## config.mk

```make
export PLATFORM = sky130hd
export DESIGN_NAME = inst_fetch_buffer
export DESIGN_NICKNAME = d
export VERILOG_FILES = /design/src/rtl/inst_fetch_buffer.sv
export SDC_FILE = /design/constraint.sdc
export NUM_CORES = 1
export LEC_CHECK = 0
export ABC_CLOCK_PERIOD_IN_PS = 5300
export CAP_MARGIN = 10
export CORE_UTILIZATION = 43
export CTS_CLUSTER_DIAMETER = 120
export DETAILED_ROUTE_END_ITERATION = 16
export PLACE_DENSITY = 0.65
export SYNTH_ARGS = -nofsm -noshare
export SYNTH_HDL_FRONTEND = slang
export SYNTH_SLANG_ARGS = --single-unit
```

## constraint.sdc

```tcl
create_clock -name clk -period 5.3 [get_ports clk]
set_input_delay 1.06 -clock clk [delete_from_list [all_inputs] [get_ports clk]]
set_output_delay 1.06 -clock clk [all_outputs]
set_load 0.02 [all_outputs]
```

## src/rtl/inst_fetch_buffer.sv

```systemverilog
// Byte-serial instruction prefetch: assembles big-endian words from imem into a small FIFO.
// Latency: first word is pushed 5 edges after fetch starts or restarts; 1 word per 4 cycles steady.
// Backpressure: valid/ready pop; fetch parks in HOLD at a word boundary when the FIFO cannot take another word.
//
// Ports: clk/rst_n (async active-low); imem_rd/imem_addr/imem_rdata byte read port
// (data valid the cycle after the request edge); redirect/redirect_pc flush + restart;
// inst_valid/inst_ready/inst/inst_pc FIFO head handshake; count FIFO occupancy.
// Optional macro IFB_FLUSH_CNT_EN adds flush_cnt, a saturating count of redirects
// that threw away buffered or partially fetched work.
module inst_fetch_buffer #(
  parameter int          DEPTH    = 4,
  parameter int          ADDR_W   = 5,
  parameter logic [31:0] RESET_PC = 32'h0
) (
  input  logic                     clk,
  input  logic                     rst_n,
  output logic                     imem_rd,
  output logic [ADDR_W-1:0]        imem_addr,
  input  logic [7:0]               imem_rdata,
  input  logic                     redirect,
  input  logic [31:0]              redirect_pc,
  output logic                     inst_valid,
  input  logic                     inst_ready,
  output logic [31:0]              inst,
  output logic [31:0]              inst_pc,
  output logic [$clog2(DEPTH):0]   count
`ifdef IFB_FLUSH_CNT_EN
  ,
  output logic [7:0]               flush_cnt
`endif
);

  localparam int PW = $clog2(DEPTH);
  localparam int CW = PW + 1;

  typedef enum logic [1:0] {S_IDLE, S_ISSUE, S_HOLD} state_e;

  state_e            state_q, state_d;
  logic [1:0]        k_q, k_d;               // byte index of the request being issued
  logic [ADDR_W-1:0] issue_addr_q, issue_addr_d; // word base address of the requests
  logic [31:0]       fetch_pc_q, fetch_pc_d;     // PC of the word being assembled
  logic [23:0]       asm_q, asm_d;           // bytes 0..2 of the word under assembly
  logic              inflight_q, inflight_d; // a byte returns this cycle
  logic [1:0]        inflight_k_q, inflight_k_d;
  logic [31:0]       mem_inst_q [DEPTH];
  logic [31:0]       mem_inst_d [DEPTH];
  logic [31:0]       mem_pc_q   [DEPTH];
  logic [31:0]       mem_pc_d   [DEPTH];
  logic [PW-1:0]     rd_ptr_q, rd_ptr_d, wr_ptr_q, wr_ptr_d;
  logic [CW-1:0]     count_q, count_d;
  logic [31:0]       inst_q, inst_d, inst_pc_q, inst_pc_d;
  logic              push, pop;
  logic [31:0]       push_word;

  assign inst_valid = (count_q != '0);
  assign count      = count_q;
  assign inst       = inst_q;
  assign inst_pc    = inst_pc_q;

  always_comb begin
    state_d      = state_q;
    k_d          = k_q;
    issue_addr_d = issue_addr_q;
    fetch_pc_d   = fetch_pc_q;
    asm_d        = asm_q;
    inflight_d   = (state_q == S_ISSUE);
    inflight_k_d = k_q;
    mem_inst_d   = mem_inst_q;
    mem_pc_d     = mem_pc_q;
    rd_ptr_d     = rd_ptr_q;
    wr_ptr_d     = wr_ptr_q;
    count_d      = count_q;
    inst_d       = inst_q;
    inst_pc_d    = inst_pc_q;
    push         = 1'b0;
    pop          = inst_valid && inst_ready;
    push_word    = {asm_q, imem_rdata};

    imem_rd   = (state_q == S_ISSUE);
    imem_addr = imem_rd ? (issue_addr_q + ADDR_W'(k_q)) : '0;

    // Byte capture; a redirect on this edge kills the returning byte.
    if (inflight_q && !redirect) begin
      case (inflight_k_q)
        2'd0:    asm_d[23:16] = imem_rdata;
        2'd1:    asm_d[15:8]  = imem_rdata;
        2'd2:    asm_d[7:0]   = imem_rdata;
        default: push         = 1'b1;
      endcase
    end

    case (state_q)
      S_IDLE: begin
        state_d = S_ISSUE;
        k_d     = 2'd0;
      end
      S_ISSUE: begin
        if (k_q != 2'd3) begin
          k_d = k_q + 2'd1;
        end else begin
          k_d          = 2'd0;
          issue_addr_d = issue_addr_q + ADDR_W'(4);
          // The word just completed will push during the next k=0 cycle, so it is
          // counted here; a pop during that cycle is not credited.
          if (int'(count_q) + 1 < DEPTH) state_d = S_ISSUE;
          else                           state_d = S_HOLD;
        end
      end
      S_HOLD: begin
        if (int'(count_q) + int'(push) < DEPTH) begin
          state_d = S_ISSUE;
          k_d     = 2'd0;
        end
      end
      default: state_d = S_IDLE;
    endcase

    if (push) begin
      mem_inst_d[wr_ptr_q] = push_word;
      mem_pc_d[wr_ptr_q]   = fetch_pc_q;
      wr_ptr_d             = wr_ptr_q + PW'(1);
      fetch_pc_d           = fetch_pc_q + 32'd4;
    end
    if (pop) rd_ptr_d = rd_ptr_q + PW'(1);
    count_d = count_q + CW'(push) - CW'(pop);

    // Registered head; the slot being written this edge is forwarded from push_word.
    if (count_d != '0) begin
      if (push && (rd_ptr_d == wr_ptr_q)) begin
        inst_d    = push_word;
        inst_pc_d = fetch_pc_q;
      end else begin
        inst_d    = mem_inst_q[rd_ptr_d];
        inst_pc_d = mem_pc_q[rd_ptr_d];
      end
    end

    if (redirect) begin
      state_d      = S_ISSUE;
      k_d          = 2'd0;
      issue_addr_d = redirect_pc[ADDR_W-1:0] & ~ADDR_W'(3);
      fetch_pc_d   = redirect_pc & ~32'h3;
      asm_d        = '0;
      inflight_d   = 1'b0;
      rd_ptr_d     = '0;
      wr_ptr_d     = '0;
      count_d      = '0;
      inst_d       = inst_q;
      inst_pc_d    = inst_pc_q;
    end
  end

  always_ff @(posedge clk or negedge rst_n) begin
    if (!rst_n) begin
      state_q      <= S_IDLE;
      k_q          <= '0;
      issue_addr_q <= RESET_PC[ADDR_W-1:0];
      fetch_pc_q   <= RESET_PC;
      asm_q        <= '0;
      inflight_q   <= 1'b0;
      inflight_k_q <= '0;
      mem_inst_q   <= '{default: '0};
      mem_pc_q     <= '{default: '0};
      rd_ptr_q     <= '0;
      wr_ptr_q     <= '0;
      count_q      <= '0;
      inst_q       <= '0;
      inst_pc_q    <= '0;
    end else begin
      state_q      <= state_d;
      k_q          <= k_d;
      issue_addr_q <= issue_addr_d;
      fetch_pc_q   <= fetch_pc_d;
      asm_q        <= asm_d;
      inflight_q   <= inflight_d;
      inflight_k_q <= inflight_k_d;
      mem_inst_q   <= mem_inst_d;
      mem_pc_q     <= mem_pc_d;
      rd_ptr_q     <= rd_ptr_d;
      wr_ptr_q     <= wr_ptr_d;
      count_q      <= count_d;
      inst_q       <= inst_d;
      inst_pc_q    <= inst_pc_d;
    end
  end

`ifdef IFB_FLUSH_CNT_EN
  logic [7:0] flush_cnt_q, flush_cnt_d;

  // Only redirects that actually discard work are counted.
  always_comb begin
    flush_cnt_d = flush_cnt_q;
    if (redirect && ((count_q != '0) || inflight_q || ((state_q == S_ISSUE) && (k_q != 2'd0)))
        && (flush_cnt_q != 8'hFF))
      flush_cnt_d = flush_cnt_q + 8'd1;
  end

  always_ff @(posedge clk or negedge rst_n) begin
    if (!rst_n) flush_cnt_q <= '0;
    else        flush_cnt_q <= flush_cnt_d;
  end

  assign flush_cnt = flush_cnt_q;
`endif

endmodule
```

==> summary.txt, run 1 <==
Final Non-Filler Cells: 2070
Number of buffers added on ports: 113
Post-synth EDFFs: 0
Synth Area in Simple Gates: 6.235%
Post-synth top flop: dfrtp_1
Hpwl dp: 26.03 mm
Clock Tree Buf Depth: 3
Initial core utilization: 43.79%
Fillers: 3553
Footprint of the multi-input gates: 7415 um2
Setup TNS: 0 ns
First DRT Iteration DRCs: 1074
Worst-skew pair later-pin latency: 0.58 ns
Nets@finish: 1569
Setup crit end kind: flip-flop
Post-synthesis sequential area ratio: 54.67%
Core Util, Final: 51.50%
Yosys top cell by area: dfrtp_1
R2r setup slk: 1.20 ns
Fmax: 236.6 MHz
Synth Area in Compound Gates: 12.83%
Antenna violations before repair: 0
Post-CTS sizing: 0
Post-route ant nets: 0
Chip height: 203.4 um
Die ar.: 41370 um2
Seq cells post-synth: 381
CTS tree: built
Hold-fix buffers at CTS: 0
Post-synth top area share: 54.67%
Largest net degree at the start of global routing: 133
CP startpoint kind: input port
Num CTS Buffers: 43
Setup ws final: 1.074 ns
Fin crit period: 4.226 ns
Placer Congestion: 0.7800
Die Width: 203.4 um
Max_cap viols: 0
Pre-Repair DR Iteration Count: 6
Largest family of logic cells by synthesized area: multiplexers
Global-route wire length before repair: 72.53 mm
Worst Path Required: 5.72 ns
Adder-Cell Fraction of Synth Area: 0.9040%
Ant. Diodes: 0
Final Slew Violations: 0
Worst hold path type: flip-flop to flip-flop
Xor-xnor portion of the synthesized cell area: 1.758%
Number of cell rows: 73
Clk pin slew, worst setup/hold paths: 0.06 ns
Grt ovf: 0
Vias: 12170
PD cells: 472.1 nW/um2
All-layer global routing usage: 22.51%
Inst Count DP: 1992
Slew @ Worst Pin: 1.159 ns
CTS Sinks: 381
RSZ-0062 raised after global routing: false
Storage cell area: 9535 um2
Fin crit share: 79.74%
Syn Inst Count: 1455
Critical path peak fanout: 48
Area Growth Syn to Fin: 17.59%
IR drop worst, VDD: 410.8 uV
Share of layout cells above drive strength 1: 27.18%
Warnings from Yosys: 0
Overall power: 9.682 mW
Vias/cell: 5.880
Postcts setup bufs: 0
DRC viols: 0
Synth async-reset ratio: 100.0%
Top post-synthesis cells by area: dfrtp_1, mux2_2, a222oi_1, a22o_1, o21ai_0
Core area: 39820 um2
CTS HTree Levels: 2
Wire length per cell: 22.00 um
Final Setup Violations: 0
Critical path class: input port to flip-flop
Post-synthesis mux area share: 20.32%
Syn Area/Cell: 11.99 um2
Final hold violation count: 0
Status: complete, no violations
Number of global-route vias before repair: 12430
Routed wire length: 45.54 mm
Leak Pwr: 9.666 nW
Rel. slew slack: 22.43%
CTS Root Cell: clkbuf_16
Netlist cell types: 49
Clock skew: 0.04601 ns
Post-Syn Area: 17440 um2
DP Worst Slack: 0.5476 ns
I/O pins: 118
Worst Path Arrival: 4.65 ns
-- cells in the final DEF (no fill, tap or decap), types with 14 or more instances in the layout --
cell type and count:
a21oi_1 66, a222oi_1 59, a22o_1 61, buf_4 23, clkbuf_16 44, clkbuf_8 14, clkdlybuf4s50_1 111, dfrtp_1 380
mux2_2 304, nand2_1 75, nand3_1 15, nor2_1 92, o21ai_0 99, xnor2_1 18, xor2_1 16
-- path summary, 6_finish.rpt --
check                                 from         endpoint  depth (start not counted)
min reg2reg                inflight_k_d[1]  inflight_k_q[1]                          0
max reg2reg                       count[0]         inst[27]                         12
max in group asynchronous            rst_n     mem_pc_q[42]                          2
min in group asynchronous            rst_n         count[0]                          1
min                        inflight_k_d[1]  inflight_k_q[1]                          0
max                             inst_ready         inst[27]                         13
-- report_power, final --
group / internal [mW] / switching, mW / leakage, nW
clock network: 1.73 / 1.21 / 0.696
registers: 3.29 / 0.356 / 5.16
logic: 1.13 / 1.97 / 3.81
-- kinds of logic after synthesis --
logic type / after synthesis
fa+ha+maj: 12
buf+inv: 145
mux: 316
flops: 381
other cells: 1
simple gates: 241
compound gates: 324
xor+xnor: 35
-- critical path, cell delays in order --
cell and delay, ns:
clkdlybuf4s50_1 0.55, o31ai_4 0.22, inv_2 0.23, ha_1 0.33
inv_1 0.07, ha_1 0.14, inv_1 0.05, fa_1 0.37
xnor2_1 0.31, a31o_4 0.65, buf_4 0.37, a21oi_1 0.08
a22o_1 0.23
-- final cells by class --
type	instances	area share (%)
sequential	381	46.50
tap	525	3.203
timing repair buffer	142	6.943
multi-input combinational	931	36.16
clock inverter	10	0.4637
clock buffer	67	6.473
inverter	14	0.2624
-- per-layer routing --
layer / global-route usage [%] / vias to the layer above / wire (um)
met4: 6.176 / 0 / 732
met5: 0 / - / 0
li1: - / 5446 / -
met3: 3.595 / 56 / 2820
met2: 35.48 / 414 / 21290
met1: 32.17 / 6255 / 20690
-- metrics by stage --
stage | instance area [um2] | hold WS [ns]
after CTS | 20500 | 0.4422
after global routing | 20510 | 0.4566
after floorplan | 17450 | 0.4038
after detailed placement | 19080 | 0.4293
after global placement | 19080 | 0.4310
final | 20510 | 0.4402
-- flip-flops by register name (all words and copies together), names as in the netlist, 2 cells and up --
signal	cells
inst	32
mem_pc_q	120
count	3
state_q	2
fetch_pc_q	30
asm_q	24
rd_ptr_q	2
wr_ptr_q	2
inst_pc	30
inflight_k_d	2
inflight_k_q	2
issue_addr_q	3
mem_inst_q	128
-- synthesized netlist by cell type (9+ instances only) --
library cell,count
clkbuf_1,107
o21ai_1,9
mux2i_1,12
nand4_1,10
a21oi_1,66
nor4_1,9
nand3_1,15
buf_2,14
o21ai_0,99
a31oi_1,10
xnor2_1,19
inv_1,13
nor2_1,92
nand2_1,79
a22o_1,61
xor2_1,16
ha_1,11
dfrtp_1,381
mux2_2,304
a222oi_1,59
(Power assumes the default switching activity.)
==> inputs of run 2 (changes only) <==
Settings changed: ABC_CLOCK_PERIOD_IN_PS 5300 to 3500, PLACE_DENSITY 0.65 to 0.68.
Clock period 5.3 ns to 3.5 ns, I/O delays scaled along.
==> run 2 against run 1 <==
  * Core utilization grew 0.50 points
  * Power grew 52%
  * Sequential share of layout area shrank 0.44 points
  * Via count grew 0.52%
  * Setup slack lost 0.67 ns
  * Cell count grew 0.58%
  * Register-to-register slack lost 0.79 ns
  * Combinational power grew 57%
  * Sequential power grew 52%
  * Critical endpoint is now inst_pc[14]
==> summary.txt, run 2 (synthesis results as in run 1) <==
Status: complete, no violations
Worst Path Buf+Inv: 1
All-layer global routing usage: 22.20%
Core Util, Final: 51.99%
Footprint of the multi-input gates: 7430 um2
Family with the most delay on the worst path: compound AO/OA/AOI/OAI gates
Routed wire length: 45.28 mm
Area Growth Syn to Fin: 18.73%
Most flop-heavy register: mem_inst_q
Global-route wire length before repair: 72.29 mm
Leak Pwr: 9.775 nW
Post-CTS sizing: 0
Hold-fix buffers at CTS: 0
Share of layout cells above drive strength 1: 27.75%
Max reg flops: 128
Fmax: 323.2 MHz
Die Width: 203.4 um
CP startpoint kind: flip-flop
Hold slack: 0.1552 ns
Clk pin slew, worst setup/hold paths: 0.06 ns
Postcts setup bufs: 0
Worst-skew pair later-pin latency: 0.55 ns
Setup crit end kind: flip-flop
Placer Congestion: 0.8037
Final Setup Violations: 0
Fin crit period: 3.094 ns
Initial core utilization: 43.79%
CTS Root Cell: clkbuf_16
Vias/cell: 5.876
Number of cell rows: 73
DP Worst Slack: 0.01811 ns
Final hold violation count: 0
Critical path peak fanout: 38
Storage cell area: 9535 um2
Post-route ant nets: 0
I/O pins: 118
Max_cap viols: 0
IR drop worst, VDD: 504.6 uV
RSZ-0062 raised after global routing: false
Final Slew Violations: 0
Vias: 12230
CP Cell Sequence: o311ai_1 -> nor3_1 -> a311oi_4 -> buf_12 -> o21ai_0 -> a22o_1
Most common cell after layout, fill and taps aside: dfrtp_1
Slowest cell on crit path: o311ai_1
Worst Path Arrival: 3.53 ns
Largest net degree at the start of global routing: 79
Chip height: 203.4 um
First DRT Iteration DRCs: 826
DRC viols: 0
Number of global-route vias before repair: 12730
Core area: 39820 um2
Pre-Repair DR Iteration Count: 8
CTS HTree Levels: 2
Commonest non-fill, non-tap cells in the layout: dfrtp_1, mux2_2, clkdlybuf4s50_1
Worst Path Required: 3.93 ns
Hpwl dp: 27.20 mm
Number of buffers added on ports: 113
CP peak stage delay: 1.03 ns
Nets@finish: 1581
Setup ws final: 0.4057 ns
Ant. Diodes: 0
PD cells: 710.6 nW/um2
Antenna violations before repair: 0
Fillers: 3473
Clock Tree Buf Depth: 3
Clock skew: 0.01249 ns
Grt ovf: 0
CTS tree: built
Worst hold path type: input port to async pin
Critical path class: flip-flop to flip-flop
Die ar.: 41370 um2
CTS Sinks: 381
Overall power: 14.71 mW
Fin crit share: 88.41%
Wire length per cell: 21.75 um
Slew @ Worst Pin: 1.120 ns
Num CTS Buffers: 42
Rel. slew slack: 24.15%
-- run 2: cell types whose count changed in the layout (fill, tap and decap cells not counted), moves of 2 or more --
cell	before	now
bufinv_16	0	2
clkinvlp_4	2	0
clkbuf_16	44	42
clkinv_2	6	10
clkbuf_8	14	7
clkinv_4	0	2
buf_12	6	19
clkbuf_1	9	11
-- run 2: layout make-up --
cell class / count / share of cell area, %
Clock inverter: 16 / 0.7554
Sequential cell: 381 / 46.05
Timing Repair Buffer: 155 / 8.134
Multi-Input combinational cell: 931 / 35.88
Clock buffer: 60 / 5.741
Inverter: 14 / 0.2598
Tap cell: 525 / 3.173
-- run 2: final timing paths --
check / from / end / slack (ns) / cells past startpoint
worst max-delay path: count[1] / inst_pc[14] / 0.41 / 6
worst min-delay path: rst_n / mem_inst_q[25] / 0.16 / 1
worst max register to register: count[1] / inst_pc[14] / 0.41 / 6
min in group clk: inflight_k_d[1] / inflight_k_q[1] / 0.47 / 0
max in group asynchronous: rst_n / inst[1] / 2.52 / 2
worst min register to register: inflight_k_d[1] / inflight_k_q[1] / 0.47 / 0
-- run 2: metal layers --
layer | GRT usage, % | share of wire (%)
met5 | 0 | 0
met4 | 7.653 | 2.7
met3 | 3.611 | 6.4
met2 | 35.10 | 46
met1 | 30.99 | 45
-- run 2: worst register-to-register path, delay by kind of cell (launching register included) --
family | cells | cell delay, ns
buf+inv | 1 | 0.29
flops | 1 | 0.56
compound gates | 4 | 1.92
simple gates | 1 | 0.22
-- run 2: through the flow --
stage	TNS (ns)	cells	area, um2
5_1_grt	0	2082	20700
2_1_floorplan	-0.2765	1457	17480
4_1_cts	0	2082	20700
6_report	0	2082	20700
3_3_place_gp	0	2006	19360
3_5_place_dp	0	2006	19360
-- run 2: report_power, final --
group          switching, mW  internal, mW  total, mW
clock                   1.78          2.52       4.31
sequential             0.572          4.98       5.55
combinational           2.97          1.89       4.86
==> inputs of run 3 (changes only) <==
Settings changed: GPL_TIMING_DRIVEN set to 1.
==> results of run 3 <==
No change in the layout: final DEF, timing and power equal those of run 2.
